<file path="config.mk">
export PLATFORM = sky130hd
export DESIGN_NAME = tpm_buf_arbiter_flat
export DESIGN_NICKNAME = d
export VERILOG_FILES = /design/src/rtl/tpm_buf_arbiter_if.sv /design/src/rtl/tpm_buf_arbiter.sv /design/src/flat_wrapper.sv
export SDC_FILE = /design/constraint.sdc
export NUM_CORES = 1
export LEC_CHECK = 0
export CAP_MARGIN = 0
export CORE_MARGIN = 1.5
export CORE_UTILIZATION = 60
export CTS_CLUSTER_DIAMETER = 60
export CTS_CLUSTER_SIZE = 16
export DETAILED_ROUTE_END_ITERATION = 8
export DONT_BUFFER_PORTS = 1
export PLACE_DENSITY = 0.85
export SLEW_MARGIN = 25
export SYNTH_ARGS = -nofsm -noshare
export SYNTH_HDL_FRONTEND = slang
export SYNTH_SLANG_ARGS = --single-unit
</file>
<file path="constraint.sdc">
create_clock -name clk_i -period 3.69 [get_ports clk_i]
set_input_delay 0.369 -clock clk_i [delete_from_list [all_inputs] [get_ports clk_i]]
set_output_delay 0.369 -clock clk_i [all_outputs]
set_load 0.01 [all_outputs]
</file>
<file path="src/rtl/tpm_buf_arbiter_if.sv">
// Bus bundle for tpm_buf_arbiter: the DP byte port, the Wishbone word port and
// the RAM access port. Signal suffixes are given from the arbiter's point of view.
//   slave  modport: used by the arbiter
//   master modport: used by the requesters and the RAM model that surround the arbiter
interface tpm_buf_arbiter_if #(
    parameter int unsigned RAM_ADDR_WIDTH = 11
) ();
    // LPC data provider, byte port
    logic                        dp_req_i;
    logic                        dp_we_i;
    logic [RAM_ADDR_WIDTH-1:0]   dp_addr_i;
    logic [7:0]                  dp_data_i;
    logic [7:0]                  dp_data_o;
    logic                        dp_ack_o;
    logic                        dp_err_o;
    // M4 Wishbone slave, word port
    logic                        wb_cyc_i;
    logic                        wb_stb_i;
    logic                        wb_we_i;
    logic [RAM_ADDR_WIDTH-3:0]   wb_adr_i;
    logic [3:0]                  wb_sel_i;
    logic [31:0]                 wb_dat_i;
    logic [31:0]                 wb_dat_o;
    logic                        wb_ack_o;
    // Shared buffer RAM
    logic [RAM_ADDR_WIDTH-3:0]   ram_addr_o;
    logic [31:0]                 ram_wd_o;
    logic [3:0]                  ram_wen_o;
    logic [31:0]                 ram_rd_i;

    modport slave (
        input  dp_req_i, dp_we_i, dp_addr_i, dp_data_i,
        output dp_data_o, dp_ack_o, dp_err_o,
        input  wb_cyc_i, wb_stb_i, wb_we_i, wb_adr_i, wb_sel_i, wb_dat_i,
        output wb_dat_o, wb_ack_o,
        output ram_addr_o, ram_wd_o, ram_wen_o,
        input  ram_rd_i
    );

    modport master (
        output dp_req_i, dp_we_i, dp_addr_i, dp_data_i,
        input  dp_data_o, dp_ack_o, dp_err_o,
        output wb_cyc_i, wb_stb_i, wb_we_i, wb_adr_i, wb_sel_i, wb_dat_i,
        input  wb_dat_o, wb_ack_o,
        input  ram_addr_o, ram_wd_o, ram_wen_o,
        output ram_rd_i
    );
endinterface

</file>
<file path="src/rtl/tpm_buf_arbiter.sv">
// Round-robin arbiter for the shared 512x32 TPM command/response buffer RAM.
// Serves the LPC data provider (byte port) and the M4 Wishbone slave (word port)
// through one sequenced access path: IDLE (sample + capture) -> ACCESS (RAM
// samples addr/data/wen) -> RESP (ack pulse, read data from RAM).
// While exec_i is sampled high, DP accesses are rejected: no RAM write, dp_err_o
// with the ack and LOCK_READ_VALUE returned for reads.
// Ports:
//   clk_i   single clock, RAM is clocked by it too
//   nrst_i  asynchronous reset, active low
//   exec_i  1 = buffer owned by the M4
//   bus     slave side of tpm_buf_arbiter_if (DP port, WB port, RAM port)
module tpm_buf_arbiter #(
    parameter int unsigned RAM_ADDR_WIDTH  = 11,
    parameter logic [7:0]  LOCK_READ_VALUE = 8'hFF
) (
    input logic                 clk_i,
    input logic                 nrst_i,
    input logic                 exec_i,
    tpm_buf_arbiter_if.slave    bus
);

    localparam int unsigned WordAw = RAM_ADDR_WIDTH - 2;

    typedef enum logic [1:0] {StIdle, StAccess, StResp} state_e;

    state_e              state_q, state_d;
    logic                last_wb_q, last_wb_d;  // 1 = WB was granted last
    logic                gnt_wb_q, gnt_wb_d;    // side owning the current access
    logic                lock_q, lock_d;        // exec_i captured for a DP access
    logic [1:0]          lane_q, lane_d;        // DP byte lane within the word
    logic [WordAw-1:0]   ram_addr_q, ram_addr_d;
    logic [31:0]         ram_wd_q, ram_wd_d;
    logic [3:0]          ram_wen_q, ram_wen_d;
    logic                dp_ack_q, dp_ack_d;
    logic                dp_err_q, dp_err_d;
    logic                wb_ack_q, wb_ack_d;

    logic                dp_req;
    logic                wb_req;
    logic                grant_wb;

    assign dp_req = bus.dp_req_i;
    assign wb_req = bus.wb_cyc_i & bus.wb_stb_i;

    always_comb begin
        state_d    = state_q;
        last_wb_d  = last_wb_q;
        gnt_wb_d   = gnt_wb_q;
        lock_d     = lock_q;
        lane_d     = lane_q;
        ram_addr_d = ram_addr_q;
        ram_wd_d   = ram_wd_q;
        ram_wen_d  = 4'b0000;
        dp_ack_d   = 1'b0;
        dp_err_d   = 1'b0;
        wb_ack_d   = 1'b0;
        grant_wb   = 1'b0;

        unique case (state_q)
            StIdle: begin
                if (dp_req || wb_req) begin
                    // On a tie the side that did not win last time gets the buffer
                    grant_wb  = wb_req && (!dp_req || !last_wb_q);
                    gnt_wb_d  = grant_wb;
                    last_wb_d = grant_wb;
                    state_d   = StAccess;
                    if (grant_wb) begin
                        ram_addr_d = bus.wb_adr_i;
                        ram_wd_d   = bus.wb_dat_i;
                        ram_wen_d  = bus.wb_we_i ? bus.wb_sel_i : 4'b0000;
                        lock_d     = 1'b0;
                    end else begin
                        ram_addr_d = bus.dp_addr_i[RAM_ADDR_WIDTH-1:2];
                        ram_wd_d   = {4{bus.dp_data_i}};
                        lane_d     = bus.dp_addr_i[1:0];
                        lock_d     = exec_i;
                        ram_wen_d  = (bus.dp_we_i && !exec_i) ?
                                     (4'b0001 << bus.dp_addr_i[1:0]) : 4'b0000;
                    end
                end
            end
            StAccess: begin
                state_d  = StResp;
                dp_ack_d = !gnt_wb_q;
                dp_err_d = !gnt_wb_q && lock_q;
                wb_ack_d = gnt_wb_q;
            end
            StResp: begin
                state_d = StIdle;
            end
            default: begin
                state_d = StIdle;
            end
        endcase
    end

    always_ff @(posedge clk_i or negedge nrst_i) begin
        if (!nrst_i) begin
            state_q    <= StIdle;
            last_wb_q  <= 1'b1;
            gnt_wb_q   <= 1'b0;
            lock_q     <= 1'b0;
            lane_q     <= 2'b00;
            ram_addr_q <= '0;
            ram_wd_q   <= 32'h0;
            ram_wen_q  <= 4'b0000;
            dp_ack_q   <= 1'b0;
            dp_err_q   <= 1'b0;
            wb_ack_q   <= 1'b0;
        end else begin
            state_q    <= state_d;
            last_wb_q  <= last_wb_d;
            gnt_wb_q   <= gnt_wb_d;
            lock_q     <= lock_d;
            lane_q     <= lane_d;
            ram_addr_q <= ram_addr_d;
            ram_wd_q   <= ram_wd_d;
            ram_wen_q  <= ram_wen_d;
            dp_ack_q   <= dp_ack_d;
            dp_err_q   <= dp_err_d;
            wb_ack_q   <= wb_ack_d;
        end
    end

    // RAM read data arrives during RESP, so the data outputs are steered from
    // ram_rd_i directly and forced to zero outside the ack cycle.
    always_comb begin
        bus.dp_data_o = 8'h00;
        bus.wb_dat_o  = 32'h0;
        if (dp_ack_q) begin
            bus.dp_data_o = lock_q ? LOCK_READ_VALUE : bus.ram_rd_i[{lane_q, 3'b000} +: 8];
        end
        if (wb_ack_q) begin
            bus.wb_dat_o = bus.ram_rd_i;
        end
    end

    assign bus.dp_ack_o   = dp_ack_q;
    assign bus.dp_err_o   = dp_err_q;
    assign bus.wb_ack_o   = wb_ack_q;
    assign bus.ram_addr_o = ram_addr_q;
    assign bus.ram_wd_o   = ram_wd_q;
    assign bus.ram_wen_o  = ram_wen_q;

endmodule

</file>
<file path="src/flat_wrapper.sv">
// flat-port wrapper written by rule: the top's interface ports become plain ports
module tpm_buf_arbiter_flat 
#(
    parameter int unsigned RAM_ADDR_WIDTH  = 11,
    parameter logic [7:0]  LOCK_READ_VALUE = 8'hFF
)
  (clk_i, nrst_i, exec_i, bus_dp_req_i, bus_dp_we_i, bus_dp_addr_i, bus_dp_data_i, bus_dp_data_o, bus_dp_ack_o, bus_dp_err_o, bus_wb_cyc_i, bus_wb_stb_i, bus_wb_we_i, bus_wb_adr_i, bus_wb_sel_i, bus_wb_dat_i, bus_wb_dat_o, bus_wb_ack_o, bus_ram_addr_o, bus_ram_wd_o, bus_ram_wen_o, bus_ram_rd_i);
  tpm_buf_arbiter_if #(.RAM_ADDR_WIDTH(RAM_ADDR_WIDTH)) bus_i ();
  input logic clk_i;
  input logic nrst_i;
  input logic exec_i;
  input wire logic [$bits(bus_i.dp_req_i)-1:0] bus_dp_req_i;
  input wire logic [$bits(bus_i.dp_we_i)-1:0] bus_dp_we_i;
  input wire logic [$bits(bus_i.dp_addr_i)-1:0] bus_dp_addr_i;
  input wire logic [$bits(bus_i.dp_data_i)-1:0] bus_dp_data_i;
  output wire logic [$bits(bus_i.dp_data_o)-1:0] bus_dp_data_o;
  output wire logic [$bits(bus_i.dp_ack_o)-1:0] bus_dp_ack_o;
  output wire logic [$bits(bus_i.dp_err_o)-1:0] bus_dp_err_o;
  input wire logic [$bits(bus_i.wb_cyc_i)-1:0] bus_wb_cyc_i;
  input wire logic [$bits(bus_i.wb_stb_i)-1:0] bus_wb_stb_i;
  input wire logic [$bits(bus_i.wb_we_i)-1:0] bus_wb_we_i;
  input wire logic [$bits(bus_i.wb_adr_i)-1:0] bus_wb_adr_i;
  input wire logic [$bits(bus_i.wb_sel_i)-1:0] bus_wb_sel_i;
  input wire logic [$bits(bus_i.wb_dat_i)-1:0] bus_wb_dat_i;
  output wire logic [$bits(bus_i.wb_dat_o)-1:0] bus_wb_dat_o;
  output wire logic [$bits(bus_i.wb_ack_o)-1:0] bus_wb_ack_o;
  output wire logic [$bits(bus_i.ram_addr_o)-1:0] bus_ram_addr_o;
  output wire logic [$bits(bus_i.ram_wd_o)-1:0] bus_ram_wd_o;
  output wire logic [$bits(bus_i.ram_wen_o)-1:0] bus_ram_wen_o;
  input wire logic [$bits(bus_i.ram_rd_i)-1:0] bus_ram_rd_i;
  assign bus_i.dp_req_i = bus_dp_req_i;
  assign bus_i.dp_we_i = bus_dp_we_i;
  assign bus_i.dp_addr_i = bus_dp_addr_i;
  assign bus_i.dp_data_i = bus_dp_data_i;
  assign bus_dp_data_o = bus_i.dp_data_o;
  assign bus_dp_ack_o = bus_i.dp_ack_o;
  assign bus_dp_err_o = bus_i.dp_err_o;
  assign bus_i.wb_cyc_i = bus_wb_cyc_i;
  assign bus_i.wb_stb_i = bus_wb_stb_i;
  assign bus_i.wb_we_i = bus_wb_we_i;
  assign bus_i.wb_adr_i = bus_wb_adr_i;
  assign bus_i.wb_sel_i = bus_wb_sel_i;
  assign bus_i.wb_dat_i = bus_wb_dat_i;
  assign bus_wb_dat_o = bus_i.wb_dat_o;
  assign bus_wb_ack_o = bus_i.wb_ack_o;
  assign bus_ram_addr_o = bus_i.ram_addr_o;
  assign bus_ram_wd_o = bus_i.ram_wd_o;
  assign bus_ram_wen_o = bus_i.ram_wen_o;
  assign bus_i.ram_rd_i = bus_ram_rd_i;
  tpm_buf_arbiter #(.RAM_ADDR_WIDTH(RAM_ADDR_WIDTH), .LOCK_READ_VALUE(LOCK_READ_VALUE)) u_core (.clk_i(clk_i), .nrst_i(nrst_i), .exec_i(exec_i), .bus(bus_i));
endmodule
</file>
==> results.md, run 1 <==
- Detailed routing inserted a total of ~2500 vias.
- The worst hold path was traced through 2 stages.
- The power per cell area is around 800 mW/mm².
- The standby leakage power is between 0.001 and 0.0015 µW.
- The via count of the first global-routing pass came to 2253.
- The portion of the post-synthesis area used by sequential elements is 0.455.
- The data required time of the critical path is 3.32 ns.
- The category of the critical setup timing path is flop to output pin.
- The flop-to-flop setup slack is around 1.8 ns.
- For the pin with the worst max-slew slack, the measured transition is 0.758 ns.
- Max-cap violations in this run came to 0.
- The clock latency on the worst-skew pair is 0.31 ns.
- The number of gates resized after CTS was 0.
- The clock tree from TritonCTS is done.
- Summing every instance area after synthesis gives 0.00303 mm².
- The congestion estimate from routability-driven global placement came to between 0.8 and 0.9.
- The detailed-route wire length is about 8.1 mm.
- In this run, CTS created clock tree buffers numbering 5.
- The number of nets in the synthesized netlist is 417.
- The worst setup path is captured at an output pin.
- The net count reported at finish is 397.
- In the routed layout, each cell is associated on average with a via count of ~7.0.
- The mean instance size in the synthesized netlist is 9.67 µm².
- The global-route wire length before repair is 11.6 mm.
- The number of hold violations in the final report was 0.
- The number of setup buffers added after CTS is 0.
- The total number of placement rows is 25.
- For met3 alone, demand over resource in global routing was 0.0962.
- Setup repair after global routing left no endpoint under its margin.
- The aggregate global routing overflow is 0.
- The root buffer cell chosen for the clock tree is sky130_fd_sc_hd__clkbuf_8.
- The total routing usage reported by global routing is 0.280.
- In this run the count of I/O pins placed on the die edge is 192.
- The met1 layer usage reported by global route is 0.358.
- Summing internal, switching and leakage power gives 2460 µW.
- The final-report max-slew violation count is 0.
- The final routed wire length divided by cell count is 22.6 µm.
- The total die area is ~0.0055 mm².
- The horizontal die dimension is 74.0 µm.
- The highest achievable clock rate is 466 MHz.
- The data arrival time of the worst path is between 1.5 and 2 ns.
- The total DRC errors in the routed layout is 0.
- No sink is reached through more buffers than the 2 on the longest clock path.
- Buffers placed on the I/O ports in this run total 0.
- The clock slew at the register clock pins of the worst setup and hold paths is 0.09 ns.
- The endpoint identified for the worst register-to-register timing path is u_core.bus.ram_wd_o[16].
- The aggregate negative setup slack is 0 ns.
- The final number of setup-violating endpoints is 0.
- Counting every sink on the clock net gives 55.
- The post-synthesis cell count is between 300 and 400.
- The most utilized layer in the global route result is met2.
- The area growth from synthesis to layout is 1.65%.
- The pre-antenna-repair detailed-routing pass consisted of 5 iterations.
- The peak fanout along the critical path is 9.
- The pin count of the biggest net entering global routing is 56.
- The number of DRC violations after detailed-routing iteration 0 is between 200 and 300.
- In this run the critical register-to-register path is launched from u_core.last_wb_q.
- The number of library cell types mapped by synthesis is 31.
- The number of warning messages in the yosys log is 0.
- The worst hold path terminates at u_core.bus.ram_wen_o[3].
- The path depth of the worst reg2reg path is 3.
- The worst-case IR drop observed on VDD is between 500 and 600 µV.
- The final design utilization is 0.643.
- The placeable core region is about 0.0048 mm².
- For the final database, setup skew stands at 0.0148 ns.
- The final standard cell count with taps included and fillers excluded is 361.
- The number of levels in the clock H-tree is 2.
- The final period utilization is 0.581.
- In this run the tightest slew margin relative to its limit is 0.490.
- In the final layout, the share of cells above drive strength 1 is 0.0986.
- The number of antenna violations at the first check in global routing is 0.
- In the global route stage, met2 resource usage came out at 0.461.
- The final period demand of the worst path is between 2 and 2.5 ns.
- The startpoint identified for the worst hold timing path is bus_wb_we_i.
- The worst hold-check path type is primary input to flop.
- The worst setup path is launched from a flop.
- The detailed placement HPWL is 5.69 mm.
- 0 antenna diodes ended up in the layout.
- The flow ran to the end, and the final reports show no timing, DRC or antenna violations.
- The starting utilization of the core area is 0.632.
- Measured along the y axis, the die boundary spans 74.0 µm.
- Once detail routing completed, the nets flagged for antenna violations numbered 0.
- The synthesized design contains 55 register bits.
- The number of cells in the design after placement is 351.
[worst max-delay path, cell delays in order (launching register included)]
cell and delay (ns):
sky130_fd_sc_hd__dfrtp_1 0.67, sky130_fd_sc_hd__mux4_2 0.57, sky130_fd_sc_hd__o21a_1 0.23
[routing by layer]
metal / routed length (µm) / share of wire / vias up
li1: - / - / 1124
met4: 44 / 0.0054 / 0
met5: 0 / 0 / -
met1: 3230 / 0.40 / 1250
met2: 3980 / 0.49 / 156
met3: 891 / 0.11 / 6
[timing repair]
action | 4_1_cts | 5_1_grt
hold buffers | 2 | 0
hold endpoints to repair | 55 | 0
endpoints found under the setup margin | 0 | 0
[cells in the final DEF, fill, tap and decap left out, drive strengths merged, types with 2 or more instances in the layout]
master  netlist  layout
nand4         4       4
nand2         3       3
dfrtp        54      54
buf          24       5
clkbuf        8       6
o21a          8       8
a21oi        45      45
o21ai        22      22
mux2          4       4
nand3        41      41
nor2          2       2
a31oi        41      41
mux4          8       8
and2         36      36
nor4bb        2       2
nor2b         2       2
inv           2       3
[registers in the layout, summed over array words and instances (netlist names)]
register and cells:
u_core.bus.ram_wd_o 32, u_core.bus.dp_err_o 1, u_core.bus.dp_ack_o 1, u_core.last_wb_q 1
u_core.gnt_wb_q 1, u_core.bus.wb_ack_o 1, u_core.lock_q 1, u_core.bus.ram_wen_o 4
u_core.state_q 2, u_core.lane_q 2, u_core.bus.ram_addr_o 9
[where the power goes]
group	switching (µW)	internal, µW
Sequential	397	878
Combinational	484	346
Clock	197	154
[synthesized netlist by cell type]
cell                              instances  area share
sky130_fd_sc_hd__dfrtp_1                 54        0.45
sky130_fd_sc_hd__a21oi_1                 45       0.074
sky130_fd_sc_hd__a31oi_1                 41       0.085
sky130_fd_sc_hd__nand3_1                 41       0.068
sky130_fd_sc_hd__and2_1                  36       0.074
sky130_fd_sc_hd__buf_2                   20       0.033
sky130_fd_sc_hd__o21ai_0                 16       0.026
sky130_fd_sc_hd__mux4_2                   8       0.060
sky130_fd_sc_hd__o21a_1                   8       0.020
sky130_fd_sc_hd__clkbuf_1                 6      0.0074
sky130_fd_sc_hd__o21ai_1                  6      0.0099
sky130_fd_sc_hd__mux2_2                   4       0.015
sky130_fd_sc_hd__nand4_1                  4      0.0083
sky130_fd_sc_hd__buf_4                    2      0.0050
sky130_fd_sc_hd__buf_6                    2      0.0074
sky130_fd_sc_hd__clkbuf_8                 2      0.0091
sky130_fd_sc_hd__nand2_1                  2      0.0025
sky130_fd_sc_hd__nor2b_1                  2      0.0041
sky130_fd_sc_hd__nor4bb_1                 2      0.0066
sky130_fd_sc_hd__a21o_1                   1      0.0025
sky130_fd_sc_hd__and4b_1                  1      0.0033
sky130_fd_sc_hd__clkdlybuf4s25_2          1      0.0033
sky130_fd_sc_hd__dfstp_2                  1      0.0087
sky130_fd_sc_hd__inv_1                    1      0.0012
sky130_fd_sc_hd__inv_4                    1      0.0021
sky130_fd_sc_hd__nand2_4                  1      0.0037
sky130_fd_sc_hd__nor2_1                   1      0.0012
sky130_fd_sc_hd__nor2_4                   1      0.0037
sky130_fd_sc_hd__nor4b_1                  1      0.0029
sky130_fd_sc_hd__o2111ai_1                1      0.0029
sky130_fd_sc_hd__o211ai_1                 1      0.0025
[layout make-up]
class	instances	area, µm²
Clock buffer	6	82.6
Sequential cell	55	1380
Tap cell	67	83.8
Clock inverter	2	13.8
Fill cell	409	1710
Multi-Input combinational cell	223	1440
Timing Repair Buffer	6	67.6
Inverter	2	10.0
[metrics by stage]
step / setup slack, ns / hold WS, ns / instance area [µm²]
floorplan: 2.15 / 0.0734 / 3030
global placement: 1.82 / 0.0744 / 2940
detailed placement: 1.79 / 0.0743 / 2940
CTS: 1.52 / 0.196 / 3080
global route: 1.47 / 0.202 / 3080
finish: 1.55 / 0.201 / 3080
[worst max-delay path by stage]
stage,from,to,depth (start not counted)
floorplan,u_core.lane_q[0],bus_dp_data_o[0],3
finish,u_core.lane_q[0],bus_dp_data_o[1],2
global placement,u_core.last_wb_q,u_core.bus.ram_wd_o[8],3
detailed placement,u_core.last_wb_q,u_core.bus.ram_wd_o[16],3
global route,u_core.lane_q[0],bus_dp_data_o[1],2
CTS,u_core.lane_q[0],bus_dp_data_o[2],2
[cell families (layout without fill, tap and decap cells)]
family,count (synthesis),after routing,synth area share
buffers and inverters,35,16,0.0686
flip-flops,55,55,0.455
AND/OR/NAND/NOR,92,92,0.179
AO/OA/AOI/OAI,119,119,0.223
multiplexers,12,12,0.0744
Power figures use the tool's default switching activity.
==> inputs of run 2 (changes only) <==
- clock period: 3.69 -> 2.2 ns (I/O delays scaled with it)
==> results.md, run 2 (same netlist as run 1, synthesis figures left out) <==
- The run finished with clean final reports.
- For the worst setup path, the data required time is 1.98 ns.
- From synthesis to final layout, the design area changed by 3.06%.
- The number of violations of the max-capacitance limit is 0.
- Leaving out fill and tap cells, the most frequent cells in the layout are 54 x sky130_fd_sc_hd__dfrtp_1, 45 x sky130_fd_sc_hd__a21oi_1, 41 x sky130_fd_sc_hd__nand3_1, 41 x sky130_fd_sc_hd__a31oi_1, 36 x sky130_fd_sc_hd__and2_1.
- For this design the ratio of total power to cell area is 1350 mW/mm².
- The worst setup path is captured at an output pin.
- Buffers inserted to repair hold after CTS numbered 2.
- The number of detailed-routing iterations run before antenna repair is 4.
- The share of total power dissipated in the clock network is 0.159.
- The average vias per placed instance is 7.06.
- The internal portion of the total power is 2420 µW.
- Setup repair after global routing left no endpoint under its margin.
- The final routed wire length divided by cell count is 22.7 µm.
- TritonCTS created 5 clock buffers.
- The starting utilization of the core area is 0.632.
- The peak fanout along the critical path is 9.
- For the final routed database, the setup TNS stands at 0 ns.
- The data arrival time of the worst path is 1.75 ns.
- The flip-flop count of the largest register after layout is 32.
- The category of the critical setup timing path is flop to output pin.
- The total overflow left after global routing is 0.
- The wire-length estimate of the detail-placed layout is about 5.7 mm.
- The share of total power dissipated in combinational logic is 0.335.
- The standby leakage power is ~0.0012 µW.
- The tightest min-delay check is of the primary input to flop type.
- The share of total power dissipated in sequential elements is 0.506.
- Buffers placed on the I/O ports in this run total 0.
- The worst pin sits at a relative slew slack of 0.508.
- The first global-routing pass estimated 11.9 mm of wire.
- The detailed-route wire length is 8.23 mm.
- The die span in y is 74.0 µm.
- The H-tree was split into 2 levels.
- The total design power is 4220 µW.
- The pin count of the biggest net entering global routing is 56.
- The final period demand of the worst path is 1.97 ns.
- The clock tree from TritonCTS is done.
- The library cell used most frequently in the layout, excluding fill and tap cells, is sky130_fd_sc_hd__dfrtp_1.
- The congestion estimate from routability-driven global placement came to 0.840.
- The final-report max-slew violation count is 0.
- The net load switching power is 1810 µW.
- The later pin in the worst-skew pair is clocked with a latency of ~0.30 ns.
- The via total after detailed routing is 2562.
- Across all setup checks in the final design, the least slack found is 0.226 ns.
- The clock slew at the register clock pins of the worst setup and hold paths is 0.10 ns.
- Of the cells placed in the final design, the portion with a size suffix greater than 1 is 0.101.
- At the placement stage, the worst setup path has a slack of 0.518 ns.
- In this run, post-CTS repair resized a total of 0 instances.
- For this run, the top clock speed supported by timing is 507 MHz.
- After floorplanning, the core was divided into 25 placement rows.
- After the first detailed-routing iteration, the DRC count stood at 305.
- In the final design database the tool counted between 300 and 400 nets.
- Counting every sink on the clock net gives 55.
- The number of hold violations in the final report is 0.
- The count of boundary I/O pins is 192.
- From left edge to right edge, the die measures 74.0 µm.
- The number of nets still failing antenna checks after routing is 0.
- The placeable core region is 0.00479 mm².
- The via count of the first global-routing pass was 2368.
- In the routed design, unresolved DRC markers number 0.
- The peak supply drop is 887 µV.
- The floorplan step defined a die boundary enclosing 0.00548 mm².
- The actual slew at the worst max-slew pin is 0.738 ns.
- Of the total power, the share spent switching nets is 0.428.
- No sink is reached through more buffers than the 2 on the longest clock path.
- The total routing usage reported by global routing is 0.284.
- Once the clock tree was built, the setup fixing pass inserted 0 buffers.
- The tree is rooted in a sky130_fd_sc_hd__clkbuf_8.
- The tightest hold path in the finished design has a slack of just over 0.05 ns.
- STA classifies the critical path startpoint as a flop.
- In the finished design, the share of the clock period the worst path needs comes to 0.897.
- The number of antenna violations at the first check in global routing is 0.
- The worst clock skew on the final layout is 0.0122 ns.
- The count of inserted antenna diode cells is 0.
- The final number of setup-violating endpoints is 0.
-- run 2: layout make-up --
type                       count  area, µm²
fill                         388       1670
multi-input combinational    223       1440
sequential                    55       1380
timing repair buffer           8       95.1
tap                           67       83.8
clock buffer                   6       72.6
clock inverter                 2       38.8
inverter                       2       10.0
-- run 2: layer usage --
| layer | vias up | share of wire | track usage |
|---|---|---|---|
| met4 | 0 | 0.0096 | 0.0761 |
| met2 | 157 | 0.50 | 0.454 |
| li1 | 1126 | - | - |
| met1 | 1269 | 0.38 | 0.377 |
| met3 | 10 | 0.11 | 0.0894 |
| met5 | - | 0 | 0 |
-- run 2: final timing paths --
path / startpoint / depth (start not counted) / to / slack [ns]
max: u_core.lane_q[0] / 2 / bus_dp_data_o[1] / 0.23
min: bus_wb_we_i / 2 / u_core.bus.ram_wen_o[3] / 0.05
max reg2reg: u_core.last_wb_q / 4 / u_core.gnt_wb_q / 0.55
min reg2reg: u_core.gnt_wb_q / 1 / u_core.bus.dp_ack_o / 0.48
max in group asynchronous: nrst_i / 2 / u_core.last_wb_q / 1.49
min in group asynchronous: nrst_i / 2 / u_core.bus.ram_wd_o[9] / 0.42
-- run 2: worst max-delay path: stages (launching register included) --
cell	delay [ns]
sky130_fd_sc_hd__dfrtp_1	0.66
sky130_fd_sc_hd__mux4_2	0.57
sky130_fd_sc_hd__o21a_1	0.23
-- run 2: metrics by stage --
step,cells,cell area [µm²],utilization
final,363,3120,0.652
after CTS,363,3120,0.652
after detailed placement,353,2970,0.621
after global routing,363,3120,0.652
after global placement,353,2970,0.621
after floorplan,313,3030,-
-- run 2: power groups by stage --
stage               logic [µW]  registers [µW]  clock network [µW]
finish                    1420            2140                 672
global placement          1340            2140                   0
floorplan                 1370            1920                   0
global route              1570            2200                 727
CTS                       1410            2140                 682
detailed placement        1390            2150                   0
==> inputs of run 3 (changes only) <==
- CORE_MARGIN: 1.5 -> 5
- SETUP_SLACK_MARGIN: unset -> 0.05
==> results.md, run 3 (same netlist as run 1, synthesis figures left out) <==
- The run finished with clean final reports.
- The total overflow left after global routing is 0.
- The endpoint type of the worst setup path is an output pin.
- At the end of the flow the core is filled with cells to 0.648.
- The worst setup path is launched from a flop.
- Detailed placement finished with a half-perimeter wire length of roughly 6.4 mm.
- The number of DRC violations after detailed-routing iteration 0 is 182.
- Timing would allow up to between 500 and 600 MHz.
- The total routing usage reported by global routing is 0.269.
- The clock tree from TritonCTS is done.
- In this run the remaining antenna-violating nets after routing total 0.
- Summed over all cells, the static leakage comes to between 0.001 and 0.0015 µW.
- In the finished design, the share of the clock period the worst path needs comes to 0.904.
- The number of buffer cells added on primary ports is 0.
- The data required time of the critical path is 1.98 ns.
- Summed over all failing endpoints, the final setup total negative slack is 0 ns.
- The design draws between 4000 and 5000 µW.
- The peak supply drop is 687 µV.
- The clock slew at the register clock pins of the worst setup and hold paths is 0.09 ns.
- The total number of placement rows is 25.
- The via count of the first global-routing pass came to about 2500.
- The net count reported at finish is 401.
- Of the cells placed in the final design, the portion with a size suffix greater than 1 is 0.107.
- The clock root buffer is sky130_fd_sc_hd__clkbuf_8.
- The flop-to-flop setup slack is around 0.6 ns.
- Leaving out fill and tap cells, the most frequent cells in the layout are 54 x sky130_fd_sc_hd__dfrtp_1, 45 x sky130_fd_sc_hd__a21oi_1, 41 x sky130_fd_sc_hd__nand3_1, 41 x sky130_fd_sc_hd__a31oi_1, 36 x sky130_fd_sc_hd__and2_1.
- The area growth from synthesis to layout is 3.14%.
- In this run the critical register-to-register path is launched from u_core.last_wb_q.
- The die span in y is between 80 and 90 µm.
- The via total after detailed routing is 2510.
- The number of hold violations in the final report is 0.
- The fraction of power consumed by the clock network is 0.160.
- The number of antenna violations at the first check in global routing was 0.
- The final weighted congestion in routability-driven placement is 0.776.
- At the placement stage, the worst setup path has a slack of 0.516 ns.
- The tool flagged a number of max-cap violations equal to 0.
- The smallest setup slack after layout is 0.211 ns.
- The critical path is of the flop to output pin type.
- The leading cell type in the layout, fill and taps excluded is sky130_fd_sc_hd__dfrtp_1.
- Power spread over the standard cell area amounts to 1360 mW/mm².
- The largest buffer count on any clock path is 2.
- The worst slew margin relative to its limit is 0.434.
- The core region is 0.00482 mm².
- The number of gates given a new drive strength after cts is 0.
- The total DRC errors in the routed layout is 0.
- The worst hold margin is 0.0491 ns.
- The average vias per placed instance is 6.88.
- The global-route wire length before repair is 13.6 mm.
- In this run the power spent charging and discharging nets is 1820 µW.
- The worst hold-check path type is primary input to flop.
- The register with the most flip-flops in the layout has 32 of them.
- The total number of clock tree sinks is 55.
- The number of detailed-routing iterations run before antenna repair is 5.
- The combinational share of power is 0.334.
- The detailed-route wire length is 8.87 mm.
- The number of levels in the clock H-tree is 2.
- The final-report max-slew violation count was 0.
- The start point of the worst hold path is bus_wb_we_i.
- Entering global routing, the biggest net connects 56 pins.
- Pin placement for this block handled 192 I/O pins.
- The final period demand of the worst path is 1.99 ns.
- The die covers between 0.006 and 0.007 mm².
- The first element of the critical path is u_core.lane_q[0].
- The count of inserted antenna diode cells is 0.
- The horizontal die dimension is a little over 80 µm.
- After detailed routing, the average wire length per cell comes to 24.3 µm.
- The worst clock skew on the final layout is 0.0136 ns.
- The initial utilization of the core area, before any placement, comes to 0.628.
- Setup violations remaining at the end of the flow were counted as 0.
- Of the total power, the share spent switching nets is 0.430.
- The later pin in the worst-skew pair is clocked with a latency of 0.31 ns.
- The fill cell total of the finished layout is roughly 420.
- At the pin with the least slew margin, the transition time is 0.841 ns.
- The data arrival time of the worst path is ~1.8 ns.
- Setup repair after global routing left no endpoint under its margin.
- Along the worst path, the maximum fanout reaches 9.
- In this run, CTS created clock tree buffers numbering 5.
- The share of total power dissipated in sequential elements is 0.507.
- The internal power is between 2000 and 2500 µW.
==> run 3: changes by cell type in the layout (fill, tap and decap cells not counted) <==
cell	previous run	this run
sky130_fd_sc_hd__buf_12	1	0
sky130_fd_sc_hd__buf_4	5	8
==> run 3: layout make-up <==
cell class | count | area, µm² | area share
Clock buffer | 6 | 72.6 | 0.0232
Clock inverter | 2 | 38.8 | 0.0124
Inverter | 2 | 10.0 | 0.00321
Multi-Input combinational cell | 223 | 1440 | 0.462
Sequential cell | 55 | 1380 | 0.441
Tap cell | 67 | 83.8 | 0.0269
Timing Repair Buffer | 10 | 97.6 | 0.0313
==> run 3: what timing repair did <==
action,in CTS,in global routing
endpoints found under the hold margin,55,0
hold buffers,2,0
buffers inserted,0,0
==> run 3: worst paths after layout <==
| path | end | depth (start not counted) |
|---|---|---|
| setup / recovery | bus_dp_data_o[4] | 2 |
| setup reg to reg | u_core.bus.ram_wd_o[24] | 3 |
| hold / removal | u_core.bus.ram_wen_o[1] | 2 |
| hold reg to reg | u_core.bus.dp_ack_o | 1 |
| max in group asynchronous | u_core.last_wb_q | 2 |
| min in group asynchronous | u_core.bus.ram_wd_o[9] | 2 |
==> run 3: power by group through the flow <==
stage	logic (µW)	clock network (µW)	registers, µW
final	1410	676	2150
after global routing	1590	720	2220
after CTS	1420	683	2150
after detailed placement	1390	0	2170
after global placement	1340	0	2150
after floorplan	1370	0	1920
==> run 3: layer usage <==
layer,GRT usage,up-vias,share of wire
li1,-,1129,-
met1,0.347,1232,0.38
met2,0.429,138,0.49
met3,0.0976,11,0.12
met4,0.0693,0,0.014
met5,0,-,0
==> run 3: stage by stage <==
step | std cells | cell area (µm²)
global route | 365 | 3120
global placement | 355 | 2970
CTS | 365 | 3120
detailed placement | 355 | 2970
floorplan | 313 | 3030
finish | 365 | 3120
==> run 3: critical path, stage by stage, from the launching register on <==
cell	delay, ns
sky130_fd_sc_hd__dfrtp_1	0.67
sky130_fd_sc_hd__mux4_2	0.57
sky130_fd_sc_hd__o21a_1	0.24
